**config.mk**
```make
export PLATFORM = sky130hd
export DESIGN_NAME = execute_stage_mc
export DESIGN_NICKNAME = d
export VERILOG_FILES = /design/src/rtl/execute_stage_mc.sv
export SDC_FILE = /design/constraint.sdc
export NUM_CORES = 1
export LEC_CHECK = 0
export CAP_MARGIN = 0
export CORE_MARGIN = 1
export CORE_UTILIZATION = 25
export DETAILED_ROUTE_END_ITERATION = 8
export DONT_BUFFER_PORTS = 1
export MAX_ROUTING_LAYER = met4
export PLACE_DENSITY_LB_ADDON = 0.15
export SLEW_MARGIN = 20
export SYNTH_ARGS = -nofsm -noshare
export SYNTH_HDL_FRONTEND = slang
export SYNTH_SLANG_ARGS = --single-unit
```
**constraint.sdc**
```tcl
create_clock -name clk -period 5 [get_ports clk]
set_input_delay 0.5 -clock clk [delete_from_list [all_inputs] [get_ports clk]]
set_output_delay 0.5 -clock clk [all_outputs]
set_load 0.005 [all_outputs]
```
**src/rtl/execute_stage_mc.sv**
```systemverilog
// Execute stage: operand muxes, forwarding, single-cycle ALU, iterative
// MUL/DIVU unit with stall, and {C,N,Z} flags register with restore path.
//
// Ports:
//   clk, rst              clock, async active-high reset
//   valid_in, op          instruction present / operation code
//   a_sel, b_sel          operand source selects
//   fwd_a_sel, fwd_b_sel  forwarding selects (0 = mux, k = fwd slice k-1)
//   rsrc, rdst, imm,
//   sp_low, in_port       operand sources
//   shamt                 shift amount
//   fwd_data              NFWD forwarded values, W bits each
//   flags_we              update flags on completion
//   flags_restore(_val)   RTI flags reload, highest priority
//   flush                 kill in-flight operation
//   stall_out             EX busy with a multi-cycle op
//   valid_out             result/result_hi valid this cycle
//   result, result_hi     registered results
//   flags_out             registered {C,N,Z}
//   operand_a             final A after forwarding (combinational)

module execute_stage_mc #(
  parameter int W    = 16,
  parameter int NFWD = 3,
  parameter int SW   = $clog2(W),
  parameter int FSW  = $clog2(NFWD + 1)
) (
  input  logic            clk,
  input  logic            rst,
  input  logic            valid_in,
  input  logic [3:0]      op,
  input  logic [1:0]      a_sel,
  input  logic            b_sel,
  input  logic [FSW-1:0]  fwd_a_sel,
  input  logic [FSW-1:0]  fwd_b_sel,
  input  logic [W-1:0]    rsrc,
  input  logic [W-1:0]    rdst,
  input  logic [W-1:0]    imm,
  input  logic [W-1:0]    sp_low,
  input  logic [W-1:0]    in_port,
  input  logic [SW-1:0]   shamt,
  input  logic [NFWD*W-1:0] fwd_data,
  input  logic            flags_we,
  input  logic            flags_restore,
  input  logic [2:0]      flags_restore_val,
  input  logic            flush,
  output logic            stall_out,
  output logic            valid_out,
  output logic [W-1:0]    result,
  output logic [W-1:0]    result_hi,
  output logic [2:0]      flags_out,
  output logic [W-1:0]    operand_a
);

  localparam int CW = $clog2(W);

  localparam logic [3:0] OP_MOV  = 4'h0;
  localparam logic [3:0] OP_ADD  = 4'h1;
  localparam logic [3:0] OP_SUB  = 4'h2;
  localparam logic [3:0] OP_AND  = 4'h3;
  localparam logic [3:0] OP_OR   = 4'h4;
  localparam logic [3:0] OP_NOT  = 4'h5;
  localparam logic [3:0] OP_INC  = 4'h6;
  localparam logic [3:0] OP_DEC  = 4'h7;
  localparam logic [3:0] OP_SHL  = 4'h8;
  localparam logic [3:0] OP_SHR  = 4'h9;
  localparam logic [3:0] OP_SETC = 4'hA;
  localparam logic [3:0] OP_CLRC = 4'hB;
  localparam logic [3:0] OP_MUL  = 4'hC;
  localparam logic [3:0] OP_DIVU = 4'hD;

  typedef enum logic {
    IDLE,
    BUSY
  } state_t;

  state_t        state;
  logic [CW-1:0] cnt;

  // multi-cycle datapath: x = multiplicand/divisor,
  // hi = partial product/remainder, lo = multiplier/quotient
  logic [W-1:0]  x_reg;
  logic [W-1:0]  hi_reg;
  logic [W-1:0]  lo_reg;
  logic          is_div;
  logic          mc_fwe;

  logic [W-1:0]  a_mux;
  logic [W-1:0]  b_mux;
  logic [W-1:0]  op_a;
  logic [W-1:0]  op_b;

  // ---------------- operand select ----------------
  always_comb begin
    case (a_sel)
      2'b00:   a_mux = rsrc;
      2'b01:   a_mux = in_port;
      2'b10:   a_mux = imm;
      default: a_mux = sp_low;
    endcase
  end

  assign b_mux = b_sel ? W'(shamt) : rdst;

  // out-of-range selects fall through to the mux output
  always_comb begin
    op_a = a_mux;
    op_b = b_mux;
    for (int k = 1; k <= NFWD; k++) begin
      if (fwd_a_sel == FSW'(k))
        op_a = fwd_data[(k-1)*W +: W];
      if (fwd_b_sel == FSW'(k))
        op_b = fwd_data[(k-1)*W +: W];
    end
  end

  assign operand_a = op_a;
  assign stall_out = (state == BUSY);

  // ---------------- single-cycle ALU ----------------
  logic [W:0]   add_w;
  logic [W:0]   sub_w;
  logic [W:0]   inc_w;
  logic [W:0]   dec_w;
  logic [W:0]   shl_w;
  logic [W:0]   shr_w;
  logic [W-1:0] alu_res;
  logic         alu_c;
  logic         keep_nz;
  logic [2:0]   alu_flags;
  logic         is_mc_op;

  assign add_w = {1'b0, op_b} + {1'b0, op_a};
  assign sub_w = {1'b0, op_b} - {1'b0, op_a};
  assign inc_w = {1'b0, op_b} + (W+1)'(1);
  assign dec_w = {1'b0, op_b} - (W+1)'(1);
  // extra bit catches the last bit shifted out
  assign shl_w = {1'b0, op_b} << shamt;
  assign shr_w = {op_b, 1'b0} >> shamt;

  assign is_mc_op = (op == OP_MUL) || (op == OP_DIVU);

  always_comb begin
    alu_res = op_b;
    alu_c   = flags_out[2];
    keep_nz = 1'b0;
    case (op)
      OP_MOV: alu_res = op_a;
      OP_ADD: {alu_c, alu_res} = add_w;
      OP_SUB: {alu_c, alu_res} = sub_w;
      OP_AND: alu_res = op_a & op_b;
      OP_OR:  alu_res = op_a | op_b;
      OP_NOT: alu_res = ~op_b;
      OP_INC: {alu_c, alu_res} = inc_w;
      OP_DEC: {alu_c, alu_res} = dec_w;
      OP_SHL: begin
        alu_res = shl_w[W-1:0];
        if (shamt != '0)
          alu_c = shl_w[W];
      end
      OP_SHR: begin
        alu_res = shr_w[W:1];
        if (shamt != '0)
          alu_c = shr_w[0];
      end
      OP_SETC: begin
        alu_c   = 1'b1;
        keep_nz = 1'b1;
      end
      OP_CLRC: begin
        alu_c   = 1'b0;
        keep_nz = 1'b1;
      end
      default: alu_res = op_b;
    endcase
    if (keep_nz)
      alu_flags = {alu_c, flags_out[1:0]};
    else
      alu_flags = {alu_c, alu_res[W-1], alu_res == '0};
  end

  // ---------------- iterative MUL / DIVU step ----------------
  logic [W:0]   mul_sum;
  logic [W:0]   div_sh;
  logic [W:0]   div_diff;
  logic         div_ge;
  logic [W-1:0] step_hi;
  logic [W-1:0] step_lo;
  logic [2:0]   mc_flags;

  assign mul_sum  = {1'b0, hi_reg}
                  + (lo_reg[0] ? {1'b0, x_reg} : '0);
  assign div_sh   = {hi_reg, lo_reg[W-1]};
  assign div_ge   = div_sh >= {1'b0, x_reg};
  assign div_diff = div_sh - {1'b0, x_reg};

  // divisor 0 always "fits": quotient all ones,
  // remainder collects the dividend bits
  always_comb begin
    if (is_div) begin
      step_hi = div_ge ? div_diff[W-1:0] : div_sh[W-1:0];
      step_lo = {lo_reg[W-2:0], div_ge};
    end else begin
      step_hi = mul_sum[W:1];
      step_lo = {mul_sum[0], lo_reg[W-1:1]};
    end
  end

  assign mc_flags = {
    is_div ? (x_reg == '0) : (step_hi != '0),
    step_lo[W-1],
    step_lo == '0
  };

  // ---------------- state ----------------
  always_ff @(posedge clk or posedge rst) begin
    if (rst) begin
      state     <= IDLE;
      cnt       <= '0;
      valid_out <= 1'b0;
      result    <= '0;
      result_hi <= '0;
      flags_out <= '0;
      x_reg     <= '0;
      hi_reg    <= '0;
      lo_reg    <= '0;
      is_div    <= 1'b0;
      mc_fwe    <= 1'b0;
    end else begin
      valid_out <= 1'b0;
      if (flush) begin
        state <= IDLE;
        cnt   <= '0;
      end else begin
        case (state)
          IDLE: begin
            if (valid_in) begin
              if (is_mc_op) begin
                state  <= BUSY;
                cnt    <= CW'(W-1);
                x_reg  <= op_a;
                hi_reg <= '0;
                lo_reg <= op_b;
                is_div <= (op == OP_DIVU);
                mc_fwe <= flags_we;
              end else begin
                result    <= alu_res;
                result_hi <= '0;
                valid_out <= 1'b1;
                if (flags_we)
                  flags_out <= alu_flags;
              end
            end
          end
          BUSY: begin
            hi_reg <= step_hi;
            lo_reg <= step_lo;
            if (cnt == '0) begin
              state     <= IDLE;
              result    <= step_lo;
              result_hi <= step_hi;
              valid_out <= 1'b1;
              if (mc_fwe)
                flags_out <= mc_flags;
            end else begin
              cnt <= cnt - CW'(1);
            end
          end
          default: state <= IDLE;
        endcase
      end
      if (flags_restore)
        flags_out <= flags_restore_val;
    end
  end

endmodule

```
==> impl_metrics.json, run 1 <==
{
  "synth_nets": 1974,
  "finalMaxSlewViolations": 0,
  "vias_per_cell": 5.848,
  "pin_count": 205,
  "start_util": 0.2548,
  "root_buffer": "clkbuf_16",
  "crit_chain": "mux4_2 > mux2_2 > o21ai_0 > buf_4 > ha_1 > nor2b_1 > o311ai_0 > buf_4 > a2111oi_0 > buf_4 > o41ai_2 > a21oi_1 > a2bb2oi_1 > mux2i_1 > o41ai_1 > a21oi_1 > nor4_2 > a31o_1",
  "portBuffers": 0,
  "synth_seq_cells": 91,
  "path_depth": 18,
  "syn2layout_area_growth_pct": 8.582,
  "drt_iter0_markers": 945,
  "setup_violations": 0,
  "netlist_area_mm2": 0.01347,
  "rr_worst_depth": 12,
  "ant_nets": 0,
  "drt_wl_total_mm": 64.29,
  "crit_buf_inv": 3,
  "fin_nets": 1935,
  "post-place-ws_ns": -0.07330,
  "grt_pass1_wl_mm": 94.04,
  "insertion_delay_ns": 0.36,
  "ir_drop_mv": 0.2165,
  "min_period_ns": 4.749,
  "p_leak_nw": 5.914,
  "fmax_ghz": 0.2106,
  "drt-wirelength-per-cell_um": 26.93,
  "synth-edff-count": 0,
  "yosysWarnings": 0,
  "cp.required_ns": 5.29,
  "postSynth.asyncResetShare": 1.000,
  "route.detailed.drc": 10,
  "worst_setup_path_end_kind": "flop",
  "synth_flop_cell": "dfrtp_1",
  "core_mm2": 0.05287,
  "drive_above_1_share": 0.1226,
  "cts_tree": "yes",
  "synth_cell_types": 111,
  "cp_max_fo": 24,
  "timing.max_cap.violations": 0,
  "fin_worst_skew_ns": 0.009990,
  "crit_type": "input port to flop",
  "overflow": 0,
  "antenna_found_initial": 0,
  "status": "finished with violations",
  "timing.final.ws_setup_ns": 0.2512,
  "p_per_area_mw_per_mm2": 316.3,
  "synth-seq-area-share": 0.1691,
  "cts_buffers": 9,
  "hold_class": "input port to async pin",
  "crit_path_top_delay_cell": "a2111oi_0",
  "rsz0062_at_grt": "false",
  "place_congestion": 0.9291,
  "vias": 13960,
  "cts.hold.buffers_added": 0,
  "cp.arrival_ns": 5.04,
  "finalHoldViolCount": 0,
  "cts.sinks": 91,
  "cts_resized": 0,
  "fp.dieW_um": 234.1,
  "path_clk_slew_ns": 0.07,
  "crit_top_cell": "buf_4",
  "max_stage_delay_ns": 0.72,
  "violations": "design-rule violations",
  "die-area_mm2": 0.05481,
  "fp.dieH_um": 234.1,
  "crit_family": "compound AO/OA/AOI/OAI gates",
  "whs_ns": 0.09505,
  "fin_crit_sh": 0.9498,
  "drtPass1Iterations": 7,
  "grt_max_degree": 56,
  "syn_inst": 1732,
  "critPathLaunchType": "input port",
  "slew-limit-headroom": 0.2723,
  "clockBufferDepth": 2,
  "first_global_vias": 13830,
  "dp_hpwl_mm": 51.13,
  "worst_slew_pin_slew_ns": 1.084,
  "rows": 84,
  "avgSynthCellArea_um2": 7.777,
  "grt.total_usage": 0.2388,
  "post-cts-setup-buffer-count": 0,
  "h-tree-depth": 3
}
stage by stage:
step                      utilization  setup TNS (ns)  area (um2)  instances  power, W
final                          0.2767               0       14630       2387  0.004626
after global routing           0.2766               0       14620       2385  0.004966
after CTS                      0.2764               0       14610       2385  0.004643
after detailed placement       0.2713        -0.07330       14340       2370  0.003948
after global placement         0.2713       -0.005927       14340       2370  0.003949
after floorplan                     -               0       13470       1732  0.003008
synthesized netlist by cell type, types with 22 or more instances:
cell      count  area [um2]
nand3_1      39       195.2
nor3_1       40       200.2
o21ai_0     143       715.7
dfrtp_1      91        2277
o211ai_1     30       225.2
nor2_1      128       480.5
nor2b_1      22       137.6
ha_1         86        1076
xnor2_1      32       280.3
clkbuf_1     83       311.6
mux2_2       23       259.0
mux2i_1      64       640.6
a21oi_1     129       645.6
inv_1        75       281.5
mux4_2       37       833.3
nand2_1     168       630.6
nand2b_1     22       137.6
a21o_1       28       210.2
path summary, 6_finish.rpt:
check | startpoint | endpoint | slack [ns]
max in group asynchronous | rst | lo_reg[10] | 3.89
hold reg to reg | result_hi[0] | result_hi[0] | 0.50
min in group clk | flags_restore | flags_out[1] | 0.23
setup reg to reg | hi_reg[13] | flags_out[2] | 0.46
setup / recovery | a_sel[0] | flags_out[0] | 0.25
hold / removal | rst | result_hi[14] | 0.1
routing by layer:
metal  vias to the layer above  share of wire  routed length [um]  GRT usage
met5                         -              0                   0          -
met4                         0          0.043                2753    0.09740
met3                        95          0.062                3993    0.03696
met2                       545           0.48               30570     0.3945
met1                      6868           0.42               26970     0.2884
li1                       6452              -                   -          -
power breakdown:
group          internal (W)  total, W  switching (W)
logic               0.00113   0.00286        0.00172
registers          0.000887   0.00110       0.000211
clock network      0.000341  0.000672       0.000331
cells in the final DEF (no fill, tap or decap), types with 28 or more instances in the layout:
master,count
a21oi_1,129
mux2i_1,64
o211ai_1,30
ha_1,86
inv_1,74
nand2_1,168
a21o_1,28
nand3_1,39
buf_4,76
mux4_2,37
o21ai_0,143
nor2_1,128
xnor2_1,32
dfrtp_1,90
nor3_1,40
worst reg2reg max path, cell delays in order (launching register included):
cell       delay [ns]
dfrtp_1          0.44
ha_1             0.37
a21o_1           0.22
a211oi_1         0.66
a21boi_1         0.77
nand2_1          0.23
or4_1            0.46
o311a_1          0.22
nor2_1           0.18
nand4b_1         0.14
nor4bb_1         0.34
o2111ai_1        0.19
o21a_1           0.21
cell families after synthesis:
family,share of synthesized area
buffers and inverters,0.06688
and+or+nand+nor,0.2112
muxes,0.1325
adders and majority gates,0.08583
AOI/OAI and AO/OA,0.3059
xor gates and xnor gates,0.02861
DFF,0.1691
layout make-up:
class	instances	area, um2
Antenna cell	2	5.005
Clock buffer	9	225.2
Clock inverter	6	48.80
Fill cell	5787	38240
Inverter	86	325.3
Multi-Input combinational cell	1429	10310
Sequential cell	91	2278
Tap cell	688	860.8
Timing Repair Buffer	76	570.5
No activity file was read; power rests on OpenSTA's default activity.
==> run 2, diff against run 1 <==
==> constraint.sdc (replaced) <==
create_clock -name clk -period 5.85 [get_ports clk]
set_input_delay 0.585 -clock clk [delete_from_list [all_inputs] [get_ports clk]]
set_output_delay 0.585 -clock clk [all_outputs]
set_load 0.005 [all_outputs]
==> run 2 against run 1 <==
  * The run still ends with design-rule violations left
  * Register-to-register slack improved by 0.65 ns
  * Critical path depth shrank 1
  * Count of clock-buffer cells in the layout increased by 1
  * Utilization fell by 0.49 points
  * Final area shrank 1.8%
  * Worst hold slack better by 0.11 ns
  * Setup slack improved by 0.68 ns
  * Non-clock buffer count shrank 45
  * Clock skew rose by 0.0055 ns
  * Sequential share of layout area rose by 0.28 points
  * Critical endpoint unchanged
==> impl_metrics.json, run 2 (synthesis results as in run 1) <==
{
  "clockBufferDepth": 2,
  "n_antenna_cell": 0,
  "worst_setup_path_end_kind": "flop",
  "violations": "design-rule violations",
  "slew-limit-headroom": 0.2933,
  "portBuffers": 0,
  "drt_wl_total_mm": 63.76,
  "first_global_vias": 13510,
  "insertion_delay_ns": 0.37,
  "cts.sinks": 91,
  "dp_hpwl_mm": 49.89,
  "post-route-util": 0.2718,
  "cts_resized": 0,
  "timing.max_cap.violations": 0,
  "crit_buf_inv": 1,
  "drt-wirelength-per-cell_um": 27.24,
  "cts_tree": "yes",
  "fillers": 5762,
  "finalMaxSlewViolations": 0,
  "cts.hold.buffers_added": 0,
  "post-cts-setup-buffer-count": 0,
  "min_period_ns": 4.919,
  "crit_family": "compound AO/OA/AOI/OAI gates",
  "placed_cell_area_mm2": 0.01401,
  "setup_violations": 0,
  "fin_nets": 1890,
  "worst_slew_pin_slew_ns": 1.054,
  "rsz0062_at_grt": "false",
  "syn2layout_area_growth_pct": 6.669,
  "place_congestion": 0.9916,
  "layout.cells.non_filler": 2341,
  "crit_path_top_delay_cell": "a311oi_1",
  "max_stage_delay_ns": 0.57,
  "pin_count": 205,
  "finalHoldViolCount": 0,
  "post-place-ws_ns": 0.7129,
  "stdcell_area_mm2": 0.01437,
  "reg2reg_setup_slack_ns": 1.11,
  "route.detailed.drc": 5,
  "fin_crit_sh": 0.8409,
  "path_clk_slew_ns": 0.08,
  "rows": 84,
  "cts_buffers": 9,
  "drive_above_1_share": 0.09982,
  "cp.required_ns": 6.16,
  "drtPass1Iterations": 7,
  "hold_class": "input port to async pin",
  "grt_pass1_wl_mm": 92.75,
  "fmax_ghz": 0.2033,
  "grt.total_usage": 0.2363,
  "critPathLaunchType": "input port",
  "final_cell_mix": "nand2_1, o21ai_0, a21oi_1",
  "vias_per_cell": 5.851,
  "crit_chain": "a21oi_1 > o211ai_1 > o221ai_1 > inv_1 > ha_1 > fa_1 > a211oi_1 > o31ai_1 > a311oi_1 > a21oi_1 > a31o_1 > a2bb2oi_1 > mux2i_1 > o41ai_1 > a21oi_1 > nor4_2 > a31o_1",
  "core_mm2": 0.05287,
  "vias": 13700,
  "finalSetupTns_ns": 0,
  "layout_commonest_cell": "nand2_1",
  "placedCellCount": 2325,
  "timing.final.ws_setup_ns": 0.9308,
  "grt_max_degree": 64,
  "root_buffer": "clkbuf_16",
  "drt_iter0_markers": 1262,
  "h-tree-depth": 3,
  "cp.arrival_ns": 5.22,
  "p_per_area_mw_per_mm2": 279.6,
  "p_leak_nw": 5.738,
  "crit_type": "input port to flop",
  "antenna_found_initial": 1,
  "fin_worst_skew_ns": 0.01548,
  "cp_max_fo": 27,
  "fp.dieH_um": 234.1,
  "crit_top_cell": "a21oi_1",
  "overflow": 0,
  "start_util": 0.2548,
  "die-area_mm2": 0.05481,
  "status": "finished with violations",
  "ant_nets": 0,
  "fp.dieW_um": 234.1,
  "ir_drop_mv": 0.1954
}
## run 2: cell types whose count changed in the layout (fill, tap and decap cells not counted), sizes merged
cell	change
diode	-2
clkbuf	+1
bufinv	+3
clkinv	-1
clkinvlp	-2
buf	-45
## run 2: final cells by class
class	count	area (um2)	share of cell area
multi-input cells	1429	10310	0.7178
clock buffers	10	239.0	0.01663
repair buffers	31	232.7	0.01620
well taps	688	860.8	0.05991
flip-flops and latches	91	2278	0.1586
clock inverters	6	118.9	0.008272
inverters	86	325.3	0.02264
## run 2: metrics by stage
step | power (W) | hold WS [ns]
finish | 0.004017 | 0.2048
detailed placement | 0.003279 | 0.4959
global route | 0.004309 | 0.2610
global placement | 0.003278 | 0.4899
CTS | 0.004036 | 0.2347
floorplan | 0.002571 | 0.4583
## run 2: final timing paths
path | end | from | cells after the start
setup / recovery | flags_out[0] | fwd_a_sel[1] | 17
hold / removal | result_hi[13] | rst | 1
setup reg to reg | flags_out[2] | x_reg[14] | 13
hold reg to reg | result_hi[6] | result_hi[6] | 2
max in group asynchronous | result[2] | rst | 2
min in group clk | flags_out[1] | flags_restore | 1
## run 2: power breakdown
group / switching (W) / internal (W)
clock: 0.000299 / 0.000437
sequential: 0.000183 / 0.000758
combinational: 0.00144 / 0.000897
total: 0.00192 / 0.00209
## run 2: layer usage
layer / share of wire / up-vias / wire, um / GRT usage
met1: 0.43 / 6721 / 27110 / 0.2931
met4: 0.039 / 0 / 2498 / 0.08746
li1: - / 6337 / - / -
met5: 0 / - / 0 / -
met3: 0.064 / 91 / 4065 / 0.03684
met2: 0.47 / 548 / 30090 / 0.3850
==> run 3, diff against run 2 <==
==> constraint.sdc (replaced) <==
create_clock -name clk -period 4.9 [get_ports clk]
set_input_delay 0.49 -clock clk [delete_from_list [all_inputs] [get_ports clk]]
set_output_delay 0.49 -clock clk [all_outputs]
set_load 0.005 [all_outputs]
==> run 3 against run 2 <==
  * The run still ends with design-rule violations left
  * Sequential share of layout area decreased by 0.41 points
  * Count of clock-buffer cells in the layout did not move
  * Critical path type unchanged
  * Die area unchanged
  * Setup slack got worse by 0.62 ns
  * Largest power group unchanged
  * Clock power rose by 1%
  * Non-clock buffer count is 59 higher
  * Via count grew 2.0%
  * Utilization grew 0.73 points
  * Final area increased by 2.7%
  * Largest cell class unchanged
  * Global-route usage is 0.68 points higher
==> impl_metrics.json, run 3 (synthesis results as in run 1) <==
{
  "finalMaxSlewViolations": 0,
  "insertion_delay_ns": 0.36,
  "syn2layout_area_growth_pct": 9.530,
  "dp_hpwl_mm": 52.04,
  "timing.max_cap.violations": 0,
  "drt_wl_total_mm": 65.04,
  "drt_iter0_markers": 1116,
  "route.detailed.drc": 5,
  "h-tree-depth": 3,
  "fp.dieW_um": 234.1,
  "finalHoldViolCount": 0,
  "crit_type": "input port to flop",
  "cts_resized": 0,
  "layout_commonest_cell": "nand2_1",
  "worst_slew_pin_slew_ns": 1.084,
  "ir_drop_mv": 0.1867,
  "layout.cells.non_filler": 2400,
  "slew-limit-headroom": 0.2726,
  "reg2reg_from": "lo_reg[0]",
  "grt_pass1_wl_mm": 95.45,
  "cts.hold.buffers_added": 0,
  "violations": "design-rule violations",
  "cp.arrival_ns": 4.89,
  "cts_tree": "yes",
  "portBuffers": 0,
  "cp.required_ns": 5.20,
  "hold_class": "input port to async pin",
  "start_util": 0.2548,
  "place_congestion": 0.9636,
  "p_leak_nw": 5.995,
  "fin_nets": 1949,
  "core_mm2": 0.05287,
  "cts.sinks": 91,
  "grt.total_usage": 0.2431,
  "min_period_ns": 4.588,
  "vias": 13980,
  "first_global_vias": 13850,
  "cts_buffers": 9,
  "critPathLaunch": "shamt[0]",
  "rr_worst_depth": 14,
  "clockBufferDepth": 2,
  "drtPass1Iterations": 7,
  "fmax_ghz": 0.2180,
  "root_buffer": "clkbuf_16",
  "vias_per_cell": 5.823,
  "fp.dieH_um": 234.1,
  "overflow": 0,
  "ant_nets": 0,
  "die-area_mm2": 0.05481,
  "path_clk_slew_ns": 0.07,
  "pin_count": 205,
  "worst_setup_path_end_kind": "flop",
  "antenna_found_initial": 1,
  "status": "finished with violations",
  "drt-wirelength-per-cell_um": 27.10,
  "fin_crit_sh": 0.9363,
  "placedCellCount": 2384,
  "reg2reg_setup_slack_ns": 0.91,
  "fin_worst_skew_ns": 0.009285,
  "final_cell_mix": "nand2_1, o21ai_0, a21oi_1",
  "n_antenna_cell": 0,
  "post-cts-setup-buffer-count": 0,
  "p_per_area_mw_per_mm2": 325.3,
  "rows": 84,
  "grt_max_degree": 56,
  "setup_violations": 0,
  "whs_ns": 0.1029,
  "critPathLaunchType": "input port",
  "cp_max_fo": 42,
  "drive_above_1_share": 0.1303,
  "rsz0062_at_grt": "false"
}
[run 3: worst max-delay path, cell delays in order]
cell and delay (ns):
mux2_1 0.29, mux2_2 0.27, o21ai_2 0.14, ha_1 0.19, inv_1 0.06, fa_1 0.42, nor2b_1 0.17, o311ai_0 0.68
a2111oi_2 0.27, o41ai_1 0.43, a21oi_1 0.18, a2bb2oi_1 0.18, mux2i_1 0.12, o41ai_1 0.36, a21oi_1 0.16, nor4_2 0.29
a31o_1 0.17
[run 3: cell type report]
cell class / instances / area (um2)
Clock buffer: 10 / 229.0
Sequential cell: 91 / 2278
Timing Repair Buffer: 90 / 675.6
Clock inverter: 6 / 71.32
Inverter: 86 / 325.3
Tap cell: 688 / 860.8
Multi-Input combinational cell: 1429 / 10310
Fill cell: 5767 / 38110
[run 3: path summary, 6_finish.rpt]
kind | end
min in group clk | flags_out[1]
max | flags_out[0]
max reg2reg | flags_out[2]
min reg2reg | result_hi[0]
min | result_hi[4]
max in group asynchronous | result[10]
[run 3: per-stage QoR]
| stage | power (W) | utilization | TNS, ns | setup WS [ns] | area, um2 |
|---|---|---|---|---|---|
| final | 0.004800 | 0.2791 | 0 | 0.3121 | 14750 |
| after global routing | 0.005151 | 0.2791 | 0 | 0.03633 | 14750 |
| after CTS | 0.004822 | 0.2790 | 0 | 0.3746 | 14750 |
| after detailed placement | 0.004054 | 0.2734 | 0 | 0.04115 | 14450 |
| after global placement | 0.004049 | 0.2732 | -1.196 | -0.4378 | 14450 |
| after floorplan | 0.003070 | - | 0 | 0.1650 | 13470 |
[run 3: per-layer routing]
layer,share of wire,track usage,vias to the layer above,wire length (um)
met5,0,-,-,0
met4,0.034,0.08401,0,2237
met3,0.060,0.02724,89,3891
met2,0.49,0.4073,583,31720
met1,0.42,0.3010,6841,27190
li1,-,-,6462,-
[run 3: where the power goes]
group / internal (W) / total, W / switching, W
sequential: 0.000905 / 0.00114 / 0.000237
combinational: 0.00116 / 0.00292 / 0.00175
clock: 0.000403 / 0.000743 / 0.000340
